## src/rtl/mem_arb_ctrl.sv

```systemverilog
// rtl/mem_arb_ctrl.sv - two-port arbiter in front of a single-command memory interface
//
// Serves one of two requesters per transaction through IDLE -> ISSUE -> WAIT -> RESP.
// A request sampled in IDLE is registered onto the memory command, held valid for one
// cycle, then the block waits for m_ready, returns read data to the winner with a
// one-cycle ack, and spends one dead cycle before it can grant again.
//
// Configuration macro: MEM_ARB_FIXED_PRIO_EN
//   undefined : round-robin between simultaneous requesters (port 0 first after reset)
//   defined   : port 0 always wins simultaneous requests
//
// Ports
//   clk, res                      clock, synchronous active-high reset
//   pN_valid, pN_wr_rd            requester command valid, write(1)/read(0)
//   pN_addr, pN_wdata             requester address and write data
//   pN_ack, pN_rdata              one-cycle completion pulse, read data valid with ack
//   m_valid, m_wr_rd              registered memory command valid and direction
//   m_addr, m_wdata               registered memory address and write data
//   m_ready, m_rdata              memory completion and read data
//   busy                          high whenever not in IDLE

module mem_arb_ctrl #(
   parameter int WIDTH      = 8,
   parameter int ADDR_WIDTH = 4
) (
   input  logic                  clk,
   input  logic                  res,
   input  logic                  p0_valid,
   input  logic                  p0_wr_rd,
   input  logic [ADDR_WIDTH-1:0] p0_addr,
   input  logic [WIDTH-1:0]      p0_wdata,
   output logic                  p0_ack,
   output logic [WIDTH-1:0]      p0_rdata,
   input  logic                  p1_valid,
   input  logic                  p1_wr_rd,
   input  logic [ADDR_WIDTH-1:0] p1_addr,
   input  logic [WIDTH-1:0]      p1_wdata,
   output logic                  p1_ack,
   output logic [WIDTH-1:0]      p1_rdata,
   output logic                  m_valid,
   output logic                  m_wr_rd,
   output logic [ADDR_WIDTH-1:0] m_addr,
   output logic [WIDTH-1:0]      m_wdata,
   input  logic                  m_ready,
   input  logic [WIDTH-1:0]      m_rdata,
   output logic                  busy
);

   typedef enum logic [1:0] {
      ST_IDLE  = 2'd0,
      ST_ISSUE = 2'd1,
      ST_WAIT  = 2'd2,
      ST_RESP  = 2'd3
   } state_t;

   state_t                state_q, state_d;
   logic                  m_valid_q, m_valid_d;
   logic                  m_wr_rd_q, m_wr_rd_d;
   logic [ADDR_WIDTH-1:0] m_addr_q, m_addr_d;
   logic [WIDTH-1:0]      m_wdata_q, m_wdata_d;
   logic                  grant_q, grant_d;
   logic [1:0]            ack_q, ack_d;
   logic [WIDTH-1:0]      p0_rdata_q, p0_rdata_d;
   logic [WIDTH-1:0]      p1_rdata_q, p1_rdata_d;

   logic any_req;
   logic win;

   assign any_req = p0_valid | p1_valid;

`ifdef MEM_ARB_FIXED_PRIO_EN
   // Port 0 takes any cycle it asks for; no grant history is kept.
   always_comb begin
      win = p0_valid ? 1'b0 : 1'b1;
   end
`else
   logic last_grant_q, last_grant_d;

   // On contention the port that did not win last time is chosen;
   // a lone requester wins regardless of history.
   always_comb begin
      if (p0_valid && p1_valid) begin
         win = ~last_grant_q;
      end else begin
         win = ~p0_valid;
      end
   end

   always_comb begin
      last_grant_d = last_grant_q;
      if (state_q == ST_IDLE && any_req) begin
         last_grant_d = win;
      end
   end

   // Reset value 1 makes port 0 the first contention winner.
   always_ff @(posedge clk) begin
      if (res) begin
         last_grant_q <= 1'b1;
      end else begin
         last_grant_q <= last_grant_d;
      end
   end
`endif

   // Next-state logic
   always_comb begin
      state_d = state_q;
      case (state_q)
         ST_IDLE:  if (any_req) state_d = ST_ISSUE;
         ST_ISSUE: state_d = ST_WAIT;
         ST_WAIT:  if (m_ready) state_d = ST_RESP;
         ST_RESP:  state_d = ST_IDLE;
         default:  state_d = ST_IDLE;
      endcase
   end

   // Output / datapath next values
   always_comb begin
      m_valid_d  = 1'b0;
      m_wr_rd_d  = m_wr_rd_q;
      m_addr_d   = m_addr_q;
      m_wdata_d  = m_wdata_q;
      grant_d    = grant_q;
      ack_d      = 2'b00;
      p0_rdata_d = p0_rdata_q;
      p1_rdata_d = p1_rdata_q;
      case (state_q)
         ST_IDLE: begin
            if (any_req) begin
               m_valid_d = 1'b1;
               grant_d   = win;
               m_wr_rd_d = win ? p1_wr_rd : p0_wr_rd;
               m_addr_d  = win ? p1_addr  : p0_addr;
               m_wdata_d = win ? p1_wdata : p0_wdata;
            end
         end
         ST_WAIT: begin
            if (m_ready) begin
               ack_d[grant_q] = 1'b1;
               // Writes leave the requester's read data untouched.
               if (!m_wr_rd_q) begin
                  if (grant_q) begin
                     p1_rdata_d = m_rdata;
                  end else begin
                     p0_rdata_d = m_rdata;
                  end
               end
            end
         end
         default: begin
         end
      endcase
   end

   // State and output registers
   always_ff @(posedge clk) begin
      if (res) begin
         state_q    <= ST_IDLE;
         m_valid_q  <= 1'b0;
         m_wr_rd_q  <= 1'b0;
         m_addr_q   <= '0;
         m_wdata_q  <= '0;
         grant_q    <= 1'b0;
         ack_q      <= 2'b00;
         p0_rdata_q <= '0;
         p1_rdata_q <= '0;
      end else begin
         state_q    <= state_d;
         m_valid_q  <= m_valid_d;
         m_wr_rd_q  <= m_wr_rd_d;
         m_addr_q   <= m_addr_d;
         m_wdata_q  <= m_wdata_d;
         grant_q    <= grant_d;
         ack_q      <= ack_d;
         p0_rdata_q <= p0_rdata_d;
         p1_rdata_q <= p1_rdata_d;
      end
   end

   assign m_valid  = m_valid_q;
   assign m_wr_rd  = m_wr_rd_q;
   assign m_addr   = m_addr_q;
   assign m_wdata  = m_wdata_q;
   assign p0_ack   = ack_q[0];
   assign p1_ack   = ack_q[1];
   assign p0_rdata = p0_rdata_q;
   assign p1_rdata = p1_rdata_q;
   assign busy     = (state_q != ST_IDLE);

endmodule

```

## config.mk

```make
export PLATFORM = sky130hd
export DESIGN_NAME = mem_arb_ctrl
export DESIGN_NICKNAME = d
export VERILOG_FILES = /design/src/rtl/mem_arb_ctrl.sv
export SDC_FILE = /design/constraint.sdc
export NUM_CORES = 1
export LEC_CHECK = 0
export ABC_CLOCK_PERIOD_IN_PS = 2210
export BUFFER_PORTS_ARGS = -buffer_cell sky130_fd_sc_hd__buf_2
export CELL_PAD_IN_SITES_DETAIL_PLACEMENT = 0
export CELL_PAD_IN_SITES_GLOBAL_PLACEMENT = 1
export CORE_ASPECT_RATIO = 1.4
export CORE_MARGIN = 2
export CORE_UTILIZATION = 36
export DETAILED_ROUTE_END_ITERATION = 12
export PLACE_DENSITY_LB_ADDON = 0.1
export SETUP_SLACK_MARGIN = 0.2
export SYNTH_ARGS = -nofsm -noshare
export SYNTH_HDL_FRONTEND = slang
export SYNTH_SLANG_ARGS = --single-unit
```

## constraint.sdc

```tcl
create_clock -name clk -period 2.21 [get_ports clk]
set_input_delay 0.442 -clock clk [delete_from_list [all_inputs] [get_ports clk]]
set_output_delay 0.442 -clock clk [all_outputs]
set_load 0.005 [all_outputs]
```

==> results.md, run 1 <==
* Seq/Total Area, Yosys at 44.93%
* Actual slew at the worst max-slew pin at 0.4755 ns
* HP Start: m_rdata[2]
* Post-synthesis compound-gate area fraction at 20.90%
* Die ar. at 5013 sq um
* Post-synthesis register bit count at 36
* Finish-stage setup viols at 0
* Largest family of logic cells by synthesized area: compound AO/OA/AOI/OAI gates
* Synth Area in Adders at 1.560%
* Largest net degree at the start of global routing at 29
* CP max FO at 4
* Synth cell types at 27
* Antenna Nets Post-Route at 0
* Largest cells by area after synthesis: dfxtp_1, a311oi_2, nor2_1, mux2i_1, nand3_1
* Rel. slew slack at 68.30%
* Initial DRC Count at 58
* CTS Buf Count at 5
* Max Clk Rate at 613.7 MHz
* Synth async-reset ratio at 0%
* # rows at 28
* Clk pin slew, worst setup/hold paths at 0.06 ns
* Most numerous cell in the Yosys netlist: dfxtp_1
* Final worst slack at 0.5804 ns
* Hold Fails Final Rpt at 0
* P_leak at 0.8847 nW
* Min-delay worst type: in2reg
* Setup bufs post-CTS at 0
* H-tree Lvls at 2
* Cts hold-fix bufs at 0
* CTS resizes at 0
* Core box area at 4239 sq um
* Residual DRC count at 0
* CTS tree: yes
* WL final at 3830 um
* Vias in the first global route at 1528
* Congestion Overflow GR at 0
* Final nets at 278
* Max-cap violations at 0
* Sequential share of power at 44.5%
* Syn_area_per_cell at 9.326 sq um
* RePlAce Congestion at 0.7367
* # IOs at 72
* Synth Area in XOR/XNOR at 0%
* Clk_skew at 0.005221 ns
* Final Slew Violations at 0
* Vias per inst at 4.980
* Initial antenna violation count at 0
* TritonCTS Sinks at 36
* Die Span Y at 82.98 um
* P_sw at 0.6660 mW
* CP max stage delay at 0.34 ns
* Cell-internal power at 1.320 mW
* Layout area overhead at 25.98%
* Max VDD drop at 404.6 uV
* Fin crit period at 1.630 ns
* Port buffer count at 71
* CP dominant cell by count: inv_1
* Combinational share of power at 34.1%
* Initial Util at 37.84%
* Endpoint class of the critical path: primary output
* Simple-Gate Fraction of Synth Area at 19.89%
* Crit path from: state_q[0]
* Fin Setup TNS at 0 ns
* Post-synth top cells: dfxtp_1, nor2_1, nand2_1
* Mux cell area share after synthesis at 5.616%
* Overall routing resource usage at 16.70%
* CP required at 1.77 ns
* CTS root buf: clkbuf_8
* CP max stage cell: dfxtp_1
* RSZ-0062 raised after global routing: false
* Worst EP arrival at 1.19 ns
* Clock Path Buffers at 2
* Critical path class: reg2out
* Net Count, Synth at 213
* Synth area leader: dfxtp_1
* Layout cells sized above 1 at 39.66%
* Synth warn at 0
* Final HPWL DP at 2869 um
* Skew-Pair Late Insertion Delay at 0.28 ns
* Wire length per cell after detailed routing at 12.90 um
* Sw frac at 33.54%
* Power per cell area at 982.6 nW/um^2
* Syn Inst Count at 172
* RR Startpoint: state_q[0]
* Crit-path cells: inv_1, ha_1, inv_1, buf_2
* Die Span X at 60.42 um
* Pre-CTS setup slack at 0.6378 ns
* First-pass GRT wire length at 6534 um
* Yosys top cell area share at 44.93%
* Clock power share at 21.4%
* Synth Cell Area at 1604 sq um
* DRT Pass-1 Iters at 4
* Status: finished clean
* Post-synth EDFFs at 0
* Ys flop type: dfxtp_1
* Antenna Cells at 0
* Tcrit/Tclk final at 73.74%
* Crit start category: flip-flop
* Vias at 1479
==> layer usage <==
layer	vias up	routed length [um]	global-route usage, %
li1	726	-	-
met1	684	1526	17.05
met2	63	1967	30.63
met3	6	277	4.673
met4	0	58	6.126
met5	-	0	0
==> worst max-delay path: cells and delay by family, from the launching register on <==
kind / cells / cell delay (ns)
DFF: 1 / 0.34
buffers and inverters: 3 / 0.32
adders and majority gates: 1 / 0.26
==> worst paths after layout <==
| path | slack (ns) | depth (start not counted) | end |
|---|---|---|---|
| hold / removal | 0.41 | 3 | p1_rdata[2] |
| hold reg to reg | 0.45 | 2 | p1_rdata[7] |
| setup / recovery | 0.58 | 4 | busy |
| setup reg to reg | 0.67 | 5 | p0_rdata[0] |
==> power groups by stage <==
| stage | Clock [mW] | Sequential (mW) | Combinational (mW) |
|---|---|---|---|
| floorplan | 0 | 0.896 | 0.499 |
| global placement | 0 | 0.891 | 0.659 |
| detailed placement | 0 | 0.895 | 0.683 |
| CTS | 0.444 | 0.885 | 0.688 |
| global route | 0.463 | 0.903 | 0.766 |
| finish | 0.424 | 0.883 | 0.678 |
==> registers in the layout (all words and copies together), names as in the netlist <==
name,count
last_grant_q,1
grant_q,1
m_valid,1
p1_rdata,8
p0_rdata,8
m_wdata,8
ack_q,2
state_q,2
m_wr_rd,1
m_addr,4
==> final cells by class <==
type,instances,area [sq um]
Multi-Input combinational cell,118,769.5
Sequential cell,36,720.7
Clock buffer,6,72.57
Inverter,4,15.01
Tap cell,60,75.07
Clock inverter,1,5.005
Timing Repair Buffer,72,362.8
Fill cell,427,2218
==> kinds of logic after synthesis <==
| kind of cell | Yosys count |
|---|---|
| buffers and inverters | 18 |
| adder cells (fa/ha/maj) | 2 |
| AO/OA/AOI/OAI | 38 |
| multiplexers | 9 |
| flip-flops | 36 |
| AND/OR/NAND/NOR | 69 |
==> per-stage QoR <==
step	instances	area (sq um)	power [mW]	utilization [%]	hold WS, ns
6_report	297	2021	1.986	47.67	0.4099
5_1_grt	297	2021	2.132	47.67	0.4144
4_1_cts	297	2021	2.017	47.67	0.4018
3_5_place_dp	290	1943	1.578	45.84	0.4463
3_3_place_gp	290	1943	1.550	45.84	0.4390
2_1_floorplan	172	1604	1.395	-	0.4407
==> layout by cell type, fill, tap and decap left out, drive strengths merged <==
cell type and count:
o21a 2, nor2b 1, nand4b 1, and4bb 1, buf 72, ha 2, a21oi 9, a311oi 13
nor3b 1, nand2 17, nand2b 3, nor2 26, o21bai 1, and2b 1, nor3 4, and4b 1
nand3 13, clkbuf 6, clkinv 1, o21ai 13, inv 4, dfxtp 36, mux2i 9
No activity file was read; power rests on OpenSTA's default activity.
==> inputs of run 2 (changes only) <==
- ABC_CLOCK_PERIOD_IN_PS: 2210 -> 1580
- CORE_UTILIZATION: 36 -> 33
- clock period: 2.21 -> 1.58 ns (I/O delays scaled with it)
==> results.md, run 2 (synthesis gave the netlist of run 1 again) <==
* RSZ-0062 raised after global routing: false
* Overall routing resource usage at 15.30%
* Vias in the first global route at 1420
* Min-delay worst type: in2reg
* Layout area overhead at 33.70%
* Fin crit period at 1.339 ns
* Final HPWL DP at 2896 um
* Congestion Overflow GR at 0
* Antenna Cells at 0
* Pre-CTS setup slack at 0.1277 ns
* DRT Pass-1 Iters at 4
* Wire length per cell after detailed routing at 13.35 um
* Clock Path Buffers at 2
* Residual DRC count at 0
* CTS root buf: clkbuf_8
* Port buffer count at 71
* Largest net degree at the start of global routing at 29
* Final nets at 287
* Final Slew Violations at 0
* CP required at 1.26 ns
* Die Span Y at 86.49 um
* # rows at 30
* CP max FO at 5
* Initial Util at 33.65%
* Actual slew at the worst max-slew pin at 0.4519 ns
* Vias at 1483
* Max VDD drop at 508.9 uV
* Crit start category: flip-flop
* Final worst slack at 0.2408 ns
* # IOs at 72
* Hold Fails Final Rpt at 0
* Status: finished clean
* Max Clk Rate at 746.7 MHz
* Die Span X at 62.93 um
* Commonest non-fill, non-tap cell in the layout: buf_2
* Final core utilization at 44.99%
* Power per cell area at 1392 nW/um^2
* H-tree Lvls at 2
* Worst EP arrival at 1.02 ns
* First-pass GRT wire length at 6561 um
* FILL cells at 525
* RePlAce Congestion at 0.6439
* Fin Setup TNS at 0 ns
* Tcrit/Tclk final at 84.76%
* Die ar. at 5442 sq um
* Smallest hold slack at 0.2790 ns
* CTS Buf Count at 5
* Clk_skew at 0.002408 ns
* TritonCTS Sinks at 36
* Endpoint class of the critical path: primary output
* Vias per inst at 4.784
* Critical path class: reg2out
* Core box area at 4767 sq um
* CTS tree: yes
* Initial antenna violation count at 0
* Most frequent cells in the layout: buf_2, dfxtp_1, nor2_1, nand2_1
* Max-cap violations at 0
* Clk pin slew, worst setup/hold paths at 0.07 ns
* P_leak at 0.9293 nW
* Skew-Pair Late Insertion Delay at 0.28 ns
* WL final at 4138 um
* Initial DRC Count at 32
* Antenna Nets Post-Route at 0
* Layout cells sized above 1 at 44.31%
* Finish-stage setup viols at 0
* Rel. slew slack at 69.87%
## run 2: final timing paths
path | cells past startpoint | slack, ns | startpoint | end
setup / recovery | 4 | 0.24 | state_q[0] | busy
setup reg to reg | 5 | 0.26 | state_q[0] | p0_rdata[7]
hold / removal | 3 | 0.28 | m_rdata[3] | p1_rdata[3]
hold reg to reg | 2 | 0.45 | p1_rdata[4] | p1_rdata[4]
## run 2: power breakdown
group          total [mW]  leakage (nW)  switching (mW)  internal [mW]
clock network       0.606        0.0410           0.306          0.300
registers            1.25         0.295           0.129           1.12
logic                1.13         0.593           0.575          0.557
## run 2: final cells by class
type | count | area, sq um | share of cell area, %
Multi-Input combinational cell | 119 | 813.3 | 37.92
Clock inverter | 1 | 5.005 | 0.2334
Clock buffer | 6 | 72.57 | 3.384
Timing Repair Buffer | 80 | 429.2 | 20.01
Tap cell | 64 | 80.08 | 3.734
Sequential cell | 36 | 724.4 | 33.78
Inverter | 4 | 20.02 | 0.9335
## run 2: metal layers
metal / global-route usage, % / up-vias / routed length (um)
met1: 16.23 / 680 / 1632
met2: 28.53 / 50 / 2173
met4: 4.848 / 0 / 55
met3: 4.805 / 6 / 277
li1: - / 747 / -
met5: 0 / - / 0
## run 2: repair_timing
| item | CTS | global route |
|---|---|---|
| resized for setup | 4 | 10 |
| setup endpoints to repair | 22 | 31 |
| hold buffers | 0 | 0 |
| buffers inserted | 0 | 3 |
| pin swaps | 0 | 2 |
| cloned | 0 | 1 |
## run 2: metrics by stage
step / area, sq um / std cells / power, mW
6_report: 2145 / 310 / 2.985
5_1_grt: 2145 / 310 / 3.214
4_1_cts: 2071 / 306 / 2.860
3_5_place_dp: 1986 / 299 / 2.223
3_3_place_gp: 1986 / 299 / 2.216
2_1_floorplan: 1604 / 172 / 1.952
## run 2: worst max-delay path, cell delays in order, from the launching register on
cell,delay (ns)
dfxtp_1,0.34
inv_2,0.07
ha_4,0.18
inv_4,0.06
buf_6,0.09
==> inputs of run 3 (changes only) <==
- ABC_AREA: not set -> 1
- ABC_CLOCK_PERIOD_IN_PS: 1580 -> 1100
- CORE_UTILIZATION: 33 -> 29
- clock period: 1.58 -> 1.1 ns (I/O delays scaled with it)
==> results.md, run 3 <==
* Die Span Y at 94.20 um
* Gr busiest metal: met2
* Commonest non-fill, non-tap cell in the layout: buf_2
* Die ar. at 6446 sq um
* Clk pin slew, worst setup/hold paths at 0.09 ns
* Post-synth top cells: nor2_1, dfxtp_1, inv_1, nand2_1
* Overall routing resource usage at 15.53%
* CTS tree: yes
* Met1 Use GR at 16.25%
* Total power draw at 6.057 mW
* Mux cell area share after synthesis at 0%
* Area of the multi-input gates at 930.9 sq um
* RePlAce Congestion at 0.7322
* Clk_skew at 0.01237 ns
* Clock power share at 19.5%
* Failing checks: setup timing
* Post-synthesis compound-gate area fraction at 12.03%
* Synth Cell Area at 1685 sq um
* Yosys top cell area share at 42.76%
* Hold Fails Final Rpt at 0
* Max VDD drop at 891.1 uV
* Synth warn at 0
* FILL cells at 582
* CTS root buf: clkbuf_8
* Antenna Cells at 0
* Min-delay worst type: in2reg
* Fin crit period at 1.286 ns
* Status: finished, violations left
* Reg2reg end: state_q[1]
* Syn Inst Count at 239
* Post-synth EDFFs at 0
* Synth cell types at 22
* H-tree Lvls at 2
* TritonCTS Sinks at 36
* CP required at 0.88 ns
* Cts hold-fix bufs at 0
* CTS Buf Count at 5
* Most frequent cells in the layout: buf_2, nor2_1, dfxtp_2, inv_1, buf_6
* Max Clk Rate at 777.9 MHz
* Final Slew Violations at 0
* Met2 GRT Util at 28.21%
* Clock Path Buffers at 2
* Initial Util at 30.28%
* Core box area at 5565 sq um
* Simple-Gate Fraction of Synth Area at 31.63%
* Endpoint class of the critical path: primary output
* DRT Pass-1 Iters at 3
* Vias in the first global route at 1758
* Syn_area_per_cell at 7.052 sq um
* Initial antenna violation count at 0
* Final nets at 380
* Tcrit/Tclk final at 116.9%
* Seq/Total Area, Yosys at 42.76%
* Largest net degree at the start of global routing at 28
* Sequential share of power at 31.1%
* Sw frac at 34.86%
* R2R Setup Slk at -0.16 ns
* Rel. slew slack at 77.55%
* # rows at 32
* Synth area leader: dfxtp_1
* Antenna Nets Post-Route at 0
* RR Startpoint: state_q[0]
* Final core utilization at 50.27%
* First-pass GRT wire length at 7665 um
* RSZ-0062 raised after global routing: true
* Final worst slack at -0.1856 ns
* Initial DRC Count at 75
* Net Count, Synth at 280
* GR Util met3 at 4.436%
* Vias per inst at 4.471
* Hold Path Sink: p0_rdata[3]
* Layout cells sized above 1 at 53.82%
* Actual slew at the worst max-slew pin at 0.3363 ns
* Final HPWL DP at 3240 um
* Seq. cell area at 762.0 sq um
* Worst Hold Depth at 3
* Synth Area in XOR/XNOR at 0%
* P_leak at 1.393 nW
* Skew-Pair Late Insertion Delay at 0.29 ns
* Vias at 1824
* Congestion Overflow GR at 0
* Combinational share of power at 49.4%
* Ys flop type: dfxtp_1
* Residual DRC count at 0
* Power per cell area at 2165 nW/um^2
* WL final at 4561 um
* Finish-stage setup viols at 35
* CP max FO at 2
* Cell-internal power at 3.945 mW
* Largest cells by area after synthesis: dfxtp_1, nor2_1, inv_1, nand2_1, a21oi_1
* Crit start category: flip-flop
* Worst EP arrival at 1.07 ns
* Critical path class: reg2out
* Worst R2R Path Depth at 9
* Most numerous cell in the Yosys netlist: nor2_1
* Post-synthesis register bit count at 36
* # IOs at 72
* Layout area overhead at 66.00%
* P_sw at 2.112 mW
* Synth Area in Adders at 1.485%
* HP Start: m_rdata[3]
* Max-cap violations at 0
* Largest family of logic cells by synthesized area: simple AND/OR/NAND/NOR gates
* Port buffer count at 71
* Synth async-reset ratio at 0%
* Wire length per cell after detailed routing at 11.18 um
* Die Span X at 68.43 um
run 3: cell types whose count changed after synthesis, moves of 7 or more:
cell      change
nand2_1      +11
nand4_1       +8
mux2i_1       -9
a311oi_2     -13
nor2_1       +35
a21oi_1       +7
o21ai_1       +7
inv_1        +24
run 3: cell families after synthesis:
family / count (synthesis)
DFF: 36
and+or+nand+nor: 119
adders and majority gates: 2
buffers and inverters: 42
AOI/OAI and AO/OA: 40
run 3: worst max path at each step:
stage                              to  depth (start not counted)        from
after floorplan             m_addr[1]                          8  state_q[1]
after global placement    p0_rdata[5]                          8  state_q[0]
after detailed placement  p0_rdata[0]                          8  state_q[0]
after CTS                        busy                          5  state_q[0]
after global routing       m_wdata[3]                          9  state_q[1]
final                            busy                          5  state_q[1]
run 3: metal layers:
metal  vias to the layer above  wire length, um  share of wire (%)
li1                        957                -                  -
met1                       804             1783                 39
met2                        55             2391                 52
met4                         0               87                1.9
met3                         8              298                6.5
met5                         -                0                  0
run 3: power by group through the flow:
stage / Sequential [mW] / Combinational [mW] / Clock [mW]
floorplan: 1.83 / 1.25 / 0
global placement: 1.83 / 2.11 / 0
detailed placement: 1.83 / 2.12 / 0
CTS: 1.87 / 2.70 / 1.23
global route: 1.93 / 3.32 / 1.30
finish: 1.88 / 2.99 / 1.18
run 3: final cells by class:
type,count,area share [%]
inverters,31,4.875
multi-input cells,162,33.27
flip-flops and latches,36,27.24
well taps,68,3.041
clock buffers,5,2.460
repair buffers,103,27.59
clock inverters,3,1.521
run 3: repair_timing:
item | in CTS | in global routing
endpoints found under the hold margin | 0 | 0
buffers inserted | 8 | 6
setup endpoints to repair | 69 | 69
gates cloned | 1 | 0
pin swaps | 15 | 5
resized for setup | 77 | 29
run 3: critical path, cell delays in order, from the launching register on:
cell and delay, ns:
dfxtp_2 0.33, inv_2 0.06, ha_4 0.14, inv_4 0.04, buf_6 0.10, buf_6 0.10
run 3: per-stage QoR:
step                      TNS [ns]  instances  instance area, sq um  setup slack, ns  hold slack [ns]
after floorplan           -0.05471        239                  1719         -0.01247           0.2891
after global placement      -1.305        385                  2257         -0.07033           0.4579
after detailed placement    -1.601        385                  2257         -0.08197           0.4667
after CTS                   -4.590        402                  2629          -0.1962           0.1647
after global routing        -6.817        408                  2798          -0.2499           0.1692
final                       -4.006        408                  2798          -0.1856           0.1763
